File: config.mk
export PLATFORM = sky130hd
export DESIGN_NAME = subset_scan_ctrl
export DESIGN_NICKNAME = d
export VERILOG_FILES = /design/src/rtl/subset_scan_ctrl.sv
export SDC_FILE = /design/constraint.sdc
export NUM_CORES = 1
export LEC_CHECK = 0
export CORE_ASPECT_RATIO = 0.8
export CORE_UTILIZATION = 41
export DETAILED_ROUTE_END_ITERATION = 10
export GPL_TIMING_DRIVEN = 0
export PLACE_DENSITY_LB_ADDON = 0.1
export SLEW_MARGIN = 20
export SYNTH_ARGS = -nofsm -noshare
export SYNTH_HDL_FRONTEND = slang
export SYNTH_SLANG_ARGS = --single-unit
File: constraint.sdc
create_clock -name clk -period 3 [get_ports clk]
set_input_delay 0.9 -clock clk [delete_from_list [all_inputs] [get_ports clk]]
set_output_delay 0.9 -clock clk [all_outputs]
set_load 0.01 [all_outputs]
File: src/rtl/subset_scan_ctrl.sv
// Scan controller that streams all 256 grid positions to a shared subset evaluator and counts activated ones.
// Optional build macro SUBSET_SCAN_BITMAP_EN adds a per-position activation map read through map_addr/map_bit.
module subset_scan_ctrl #(
  parameter int MAX_OUT = 4
) (
  input  logic        clk,
  input  logic        rst,
  input  logic        start,
  input  logic [23:0] central,
  input  logic [23:0] radius_square,
  input  logic [1:0]  mode,
  output logic        busy,
  output logic        done,
  output logic [8:0]  candidate,
  output logic        err,
  output logic        sub_en,
  output logic [7:0]  sub_position,
  output logic [23:0] sub_central,
  output logic [23:0] sub_radius_square,
  output logic [1:0]  sub_mode,
  input  logic        sub_valid,
  input  logic        sub_activated,
`ifdef SUBSET_SCAN_BITMAP_EN
  input  logic [7:0]  map_addr,
  output logic        map_bit,
`endif
  output logic [1:0]  fsm_state
);

  typedef enum logic [1:0] {
    IDLE  = 2'd0,
    ISSUE = 2'd1,
    DRAIN = 2'd2,
    DONE  = 2'd3
  } state_t;

  state_t      state;
  logic [7:0]  pos;
  logic [3:0]  outstanding;
  logic [8:0]  resp_cnt;
  logic        issue;
  logic        resp_ok;
  logic        at_limit;

  // Handshake: every cycle with sub_en=1 is one accepted request (the evaluator
  // never stalls); each sub_valid=1 cycle returns exactly one response, in issue order.
  assign at_limit = (outstanding == 4'(MAX_OUT));
  assign resp_ok  = sub_valid && (outstanding != 4'd0);
  assign issue    = (state == ISSUE) && (!at_limit || sub_valid);

  assign sub_en       = issue;
  assign sub_position = pos;
  assign busy         = (state == ISSUE) || (state == DRAIN);
  assign done         = (state == DONE);
  assign fsm_state    = state;

  always_ff @(posedge clk or posedge rst) begin
    if (rst) begin
      state             <= IDLE;
      pos               <= 8'd0;
      outstanding       <= 4'd0;
      resp_cnt          <= 9'd0;
      candidate         <= 9'd0;
      err               <= 1'b0;
      sub_central       <= 24'd0;
      sub_radius_square <= 24'd0;
      sub_mode          <= 2'd0;
    end else begin
      // A response with nothing in flight is a protocol violation: flag it, drop it.
      if (sub_valid && (outstanding == 4'd0))
        err <= 1'b1;

      case ({issue, resp_ok})
        2'b10:   outstanding <= outstanding + 4'd1;
        2'b01:   outstanding <= outstanding - 4'd1;
        default: outstanding <= outstanding;
      endcase

      if (resp_ok) begin
        resp_cnt <= resp_cnt + 9'd1;
        if (sub_activated && (candidate != 9'd256))
          candidate <= candidate + 9'd1;
      end

      case (state)
        IDLE: begin
          if (start) begin
            sub_central       <= central;
            sub_radius_square <= radius_square;
            sub_mode          <= mode;
            candidate         <= 9'd0;
            resp_cnt          <= 9'd0;
            pos               <= 8'd0;
            state             <= ISSUE;
          end
        end
        ISSUE: begin
          if (issue) begin
            if (pos == 8'hFF)
              state <= DRAIN;
            else
              pos <= pos + 8'd1;
          end
        end
        DRAIN: begin
          if ((outstanding == 4'd0) && (resp_cnt == 9'd256))
            state <= DONE;
        end
        DONE: begin
          state <= IDLE;
        end
        default: state <= IDLE;
      endcase
    end
  end

`ifdef SUBSET_SCAN_BITMAP_EN
  logic [255:0] map;

  always_ff @(posedge clk or posedge rst) begin
    if (rst) begin
      map <= '0;
    end else if ((state == IDLE) && start) begin
      map <= '0;
    end else if (resp_ok && !resp_cnt[8]) begin
      map[resp_cnt[7:0]] <= sub_activated;
    end
  end

  assign map_bit = map[map_addr];
`endif

endmodule

Yosys cells after proc, flatten, opt, wreduce, memory -nomap -nowiden:

Index checks and enable logic that the tools add are counted.

* reduce and logical (&&, ||, !) cells: 16
* add/subtract/negate cells: 5
* equality and inequality tests: 14
* mux-type cells: 17

Operators with widths (count)
* 9-bit 2-to-1 mux: 7
* 8-bit 2-to-1 mux: 3
* 9-bit by 1-bit adder with 9-bit output, second input constant: 2
* 8-bit one-hot mux with 2 select lines: 1
* 9-bit equality test, second input constant: 1
* 9-bit != test, second input constant: 1
* 8-bit by 1-bit adder with 8-bit output, second input constant: 1
* 8-bit equality test, second input constant: 1
* 2-bit 2-to-1 mux: 4
* 2-bit one-hot mux with 4 select lines: 1
* 4-bit one-hot mux with 2 select lines: 1
* 4-bit AND reduction: 2
* 2-bit equality test, second input constant: 3
* 2-bit != test, second input constant: 3
* 1-bit logical AND: 5
* 4-bit by 1-bit adder with 4-bit output, second input constant: 1
* 2-bit by 1-bit equality test with 1-bit output, second input constant: 2
* 4-bit by 3-bit equality test with 1-bit output, second input constant: 1
* 4-bit logical NOT: 1
* 2-bit by 1-bit != test with 1-bit output, second input constant: 2
* 2-bit nonzero test: 2
* 4-bit nonzero test: 1
* 4-bit by 1-bit subtractor with 4-bit output, second input constant: 1
* 2-bit logical NOT: 1
* other kinds (3): 4

* output and inout port bits: 73
* logic and storage cells: 61
* bits of input ports: 55
* register bits: 83

Depth between registers and ports, before layout:

* depth in word-level cells: 6
* depth in mapped cells: 9
* gate-level depth less buffers: 9

Least setup slack after synthesis:

No wires, ideal clock.

* path kind: input port to flip-flop
* start: in sub_valid
* end: reg outstanding[3]
* library setup time: 0.080 ns
* path buffers: 0
* required time: 2.920 ns
* stages on the path: 8
* slack: 0.502 ns
* arrival: 2.418 ns
* cells stage by stage: nand2b_1 -> o21ai_1 -> ha_1 -> ha_1 -> a21o_1 -> a21oi_1 -> mux2i_1 -> xnor2_1

* longest elaborated chain between the ends: 4
* elaborated cells between the ends (all ways): 7
* those cells by class: eq/ne: 2; mux: 1; reduce/logical: 4

RTL lines
* start, declared: line 21 `input logic sub_valid,`
* 1-bit logical OR: line 49 `assign issue = (state == ISSUE) && (!at_limit || sub_valid);`
* 1-bit logical AND: line 49
* 2-bit by 1-bit equality test with 1-bit output or 2-bit equality test (tied branches): line 73 `case ({issue, resp_ok})`
* 4-bit one-hot mux with 2 select lines or 2-bit nonzero test (tied branches)
* end signal, assigned: line 74 `2'b10: outstanding <= outstanding + 4'd1;`
* end signal, assigned: line 75 `2'b01: outstanding <= outstanding - 4'd1;`
* end signal, assigned: line 76 `default: outstanding <= outstanding;`
* end, declared: line 39 `logic [3:0] outstanding;`

Parallel ways exist; a longest one is shown, timed or not.
A chain may end at the register's enable or synchronous reset.

Worst setup path after layout:

* start: in sub_valid
* end: out sub_en

* longest elaborated chain between the ends: 2

RTL lines
* 1-bit logical OR: line 49
* 1-bit logical AND: line 49
* end, declared: line 16 `output logic sub_en,`

No other way between the ends.

==> reports/metrics.yaml <==
outcome: "complete, no violations"
total_power_mw: 5.12
n_antenna_cell: 0
utilization_pct: 62.0
rows: 31
worst_slack_ns: 0.0683
worstHoldPathType: "register to register"
drv_cap: 0
rr_startpoint: "outstanding[0]"
drv_slew: 0
grt_pass1_wl_mm: 14.9
yosysUniqueCellTypes: 46
hp-start: "err"
syn_area_um2: 3840
path_max_fanout: 4
tightestPinTransition_ns: 0.519
irDropWorstVdd_mv: 0.497
drt_iter0_markers: 148
layout_commonest_cell: "nand2_1"
async_flop_share_pct: 100
fmax_mhz: 341
cts_sinks: 83
combPwrFrac_pct: 42.3
die_area_um2: 9770
cts_made_buffers: 9
core_um2: 9080
grt.total_usage_pct: 19.8
grt_overflow: 0
switching_share_pct: 36.4
dp_hpwl_mm: 6.88
critPathKind: "input pin to output pin"
clkPwrFrac_pct: 21.7
cts_buffer_depth: 2
holdBufCountCts: 0
synth_area_per_cell_um2: 9.33
routabilityCongestion: 0.797
drc: 0
cts_root_buf: "clkbuf_16"
synth_compound_area_share_pct: 6.90
post-route-period-util_pct: 97.7
antenna_found_initial: 0
die_y_um: 88.6
synth_edf_count: 0
synth_top_family_by_area: "simple AND/OR/NAND/NOR gates"
r2r_slack_ns: 0.37
finalHoldViolations: 0
final_antenna_net_count: 0
synth_mux_area_share_pct: 2.12
first_pass_iters: 4
portBuffers: 127
cts_tree: "yes"
dpl_worst_slack_ns: -0.379
synth_nets: 481
worst_r2r_path_depth: 8
synth_simple_gate_area_share_pct: 25.8
synth_xor_area_share_pct: 3.19
synthToLayoutAreaGrowth_pct: 46.2
final_cell_mix: "nand2_1 (162), clkdlybuf4s50_1 (126), dfrtp_1 (83), nor2_1 (17)"
clk_latency_ns: 0.33
synth-adder-area-share_pct: 4.75
ys_ff_latch: 83
p_seq_share_pct: 36.1
yosysSeqAreaShare_pct: 54.0
avgRoutedWirePerCell_um: 14.0
switchingPower_mw: 1.86
finalCriticalPeriod_ns: 2.93
r2r-end: "outstanding[3]"
ys.warnings.count: 0
crit_arrival_ns: 2.03
startpoint_type: "input pin"
p_int_mw: 3.26
setup_violations: 0
p_leak_nw: 2.67
ios: 128
holdPathStages: 1
clkTransAtPathRegs_ns: 0.06
rsz0062_at_grt: "false"
layout.nets: 622
htree_levels: 3
die_width_um: 110
final_layout_size_suffix_gt1_share_pct: 5.91
vias: 3280
p_per_area_nw_per_um2: 911
hold_path_end: "err"
synth_ff_type: "dfrtp_1"
slew_headroom_pct: 65.3
crit_required_ns: 2.10
synth_cells: 412
finalClockSkew_ns: 0.00436
routed_wirelength_mm: 9.45
grt_pass1_vias: 3020
endpoint_kind: "output pin"
initial_utilization_pct: 42.4
grt_max_degree: 33
avgViaCountPerCell: 4.87
kinds of logic (layout without fill, tap and decap cells):
kind of cell             after synthesis  after routing
buffers and inverters                 30            176
adder cells (fa/ha/maj)               14             14
XOR/XNOR                              14             14
multiplexers                           8              8
AND/OR/NAND/NOR                      227            227
AO/OA/AOI/OAI                         36             36
flip-flops                            83             83
metal layers:
metal	wire length [um]	up-vias	global-route usage, %
met1	4440	1530	27.5
met3	642	8	6.26
li1	-	1648	-
met2	4260	94	30.3
met4	110	0	4.43
met5	0	-	0
cells in the mapped netlist (all sizes together) (2+ instances only):
library cell / count / share of area (%)
a21boi: 3 / 0.59
a21o: 2 / 0.39
a21oi: 6 / 0.78
and2: 2 / 0.33
and3: 5 / 0.94
buf: 5 / 0.81
clkbuf: 11 / 1.1
dfrtp: 83 / 54
ha: 13 / 4.2
inv: 14 / 1.4
mux2i: 7 / 1.8
nand2: 162 / 16
nand2b: 5 / 0.81
nand3: 10 / 1.3
nand4: 7 / 1.1
nor2: 17 / 1.7
nor4: 2 / 0.33
o211ai: 4 / 0.91
o21ai: 6 / 0.78
o31ai: 4 / 0.78
o41ai: 3 / 0.68
or3: 3 / 0.49
or4: 7 / 1.4
xnor2: 4 / 0.91
xor2: 10 / 2.3
final cells by class:
type	instances	area [um2]
fillers	777	3450
flip-flops and latches	83	2080
multi-input cells	299	1650
repair buffers	130	1320
clock buffers	9	225
well taps	115	144
clock inverters	7	76.3
plain buffers	16	72.6
inverters	14	56.3
timing repair:
item / in CTS / in global routing
buffers inserted: 1 / 0
setup endpoints to repair: 1 / 0
resized for setup: 3 / 0
state kept, by name, summed over array words and instances (netlist names):
name               cells
outstanding            4
err                    1
fsm_state              2
resp_cnt               9
sub_radius_square     24
sub_central           24
sub_mode               2
sub_position           8
candidate              9
how the worst max path moves through the flow:
| stage | startpoint | end | slack (ns) | cells past startpoint |
|---|---|---|---|---|
| floorplan | sub_valid | outstanding[3] | 0.50 | 8 |
| global placement | sub_valid | sub_en | -0.39 | 5 |
| detailed placement | sub_valid | sub_en | -0.38 | 5 |
| CTS | sub_valid | sub_en | 0.06 | 5 |
| global route | sub_valid | sub_en | 0.01 | 5 |
| finish | sub_valid | sub_en | 0.07 | 5 |
through the flow:
stage               instances  setup TNS (ns)  area (um2)  hold WS (ns)
floorplan                 412               0        3850         0.482
global placement          654          -0.699        5260         0.439
detailed placement        656          -0.864        5300         0.444
CTS                       673               0        5620         0.458
global route              673               0        5620         0.493
finish                    673               0        5620         0.456
power by group through the flow:
stage          combinational, mW  clock (mW)  sequential, mW
2_1_floorplan               1.01           0            1.94
3_3_place_gp                2.10           0            1.84
3_5_place_dp                2.17           0            1.86
4_1_cts                     2.20        1.14            1.85
5_1_grt                     2.42        1.19            1.91
6_report                    2.17        1.11            1.85
worst max-delay path, cell delays in order:
cell	delay, ns
dlygate4sd2_1	0.28
nand2b_4	0.17
o21ai_2	0.16
inv_1	0.05
clkdlybuf4s50_1	0.47
(Power assumes the default switching activity.)
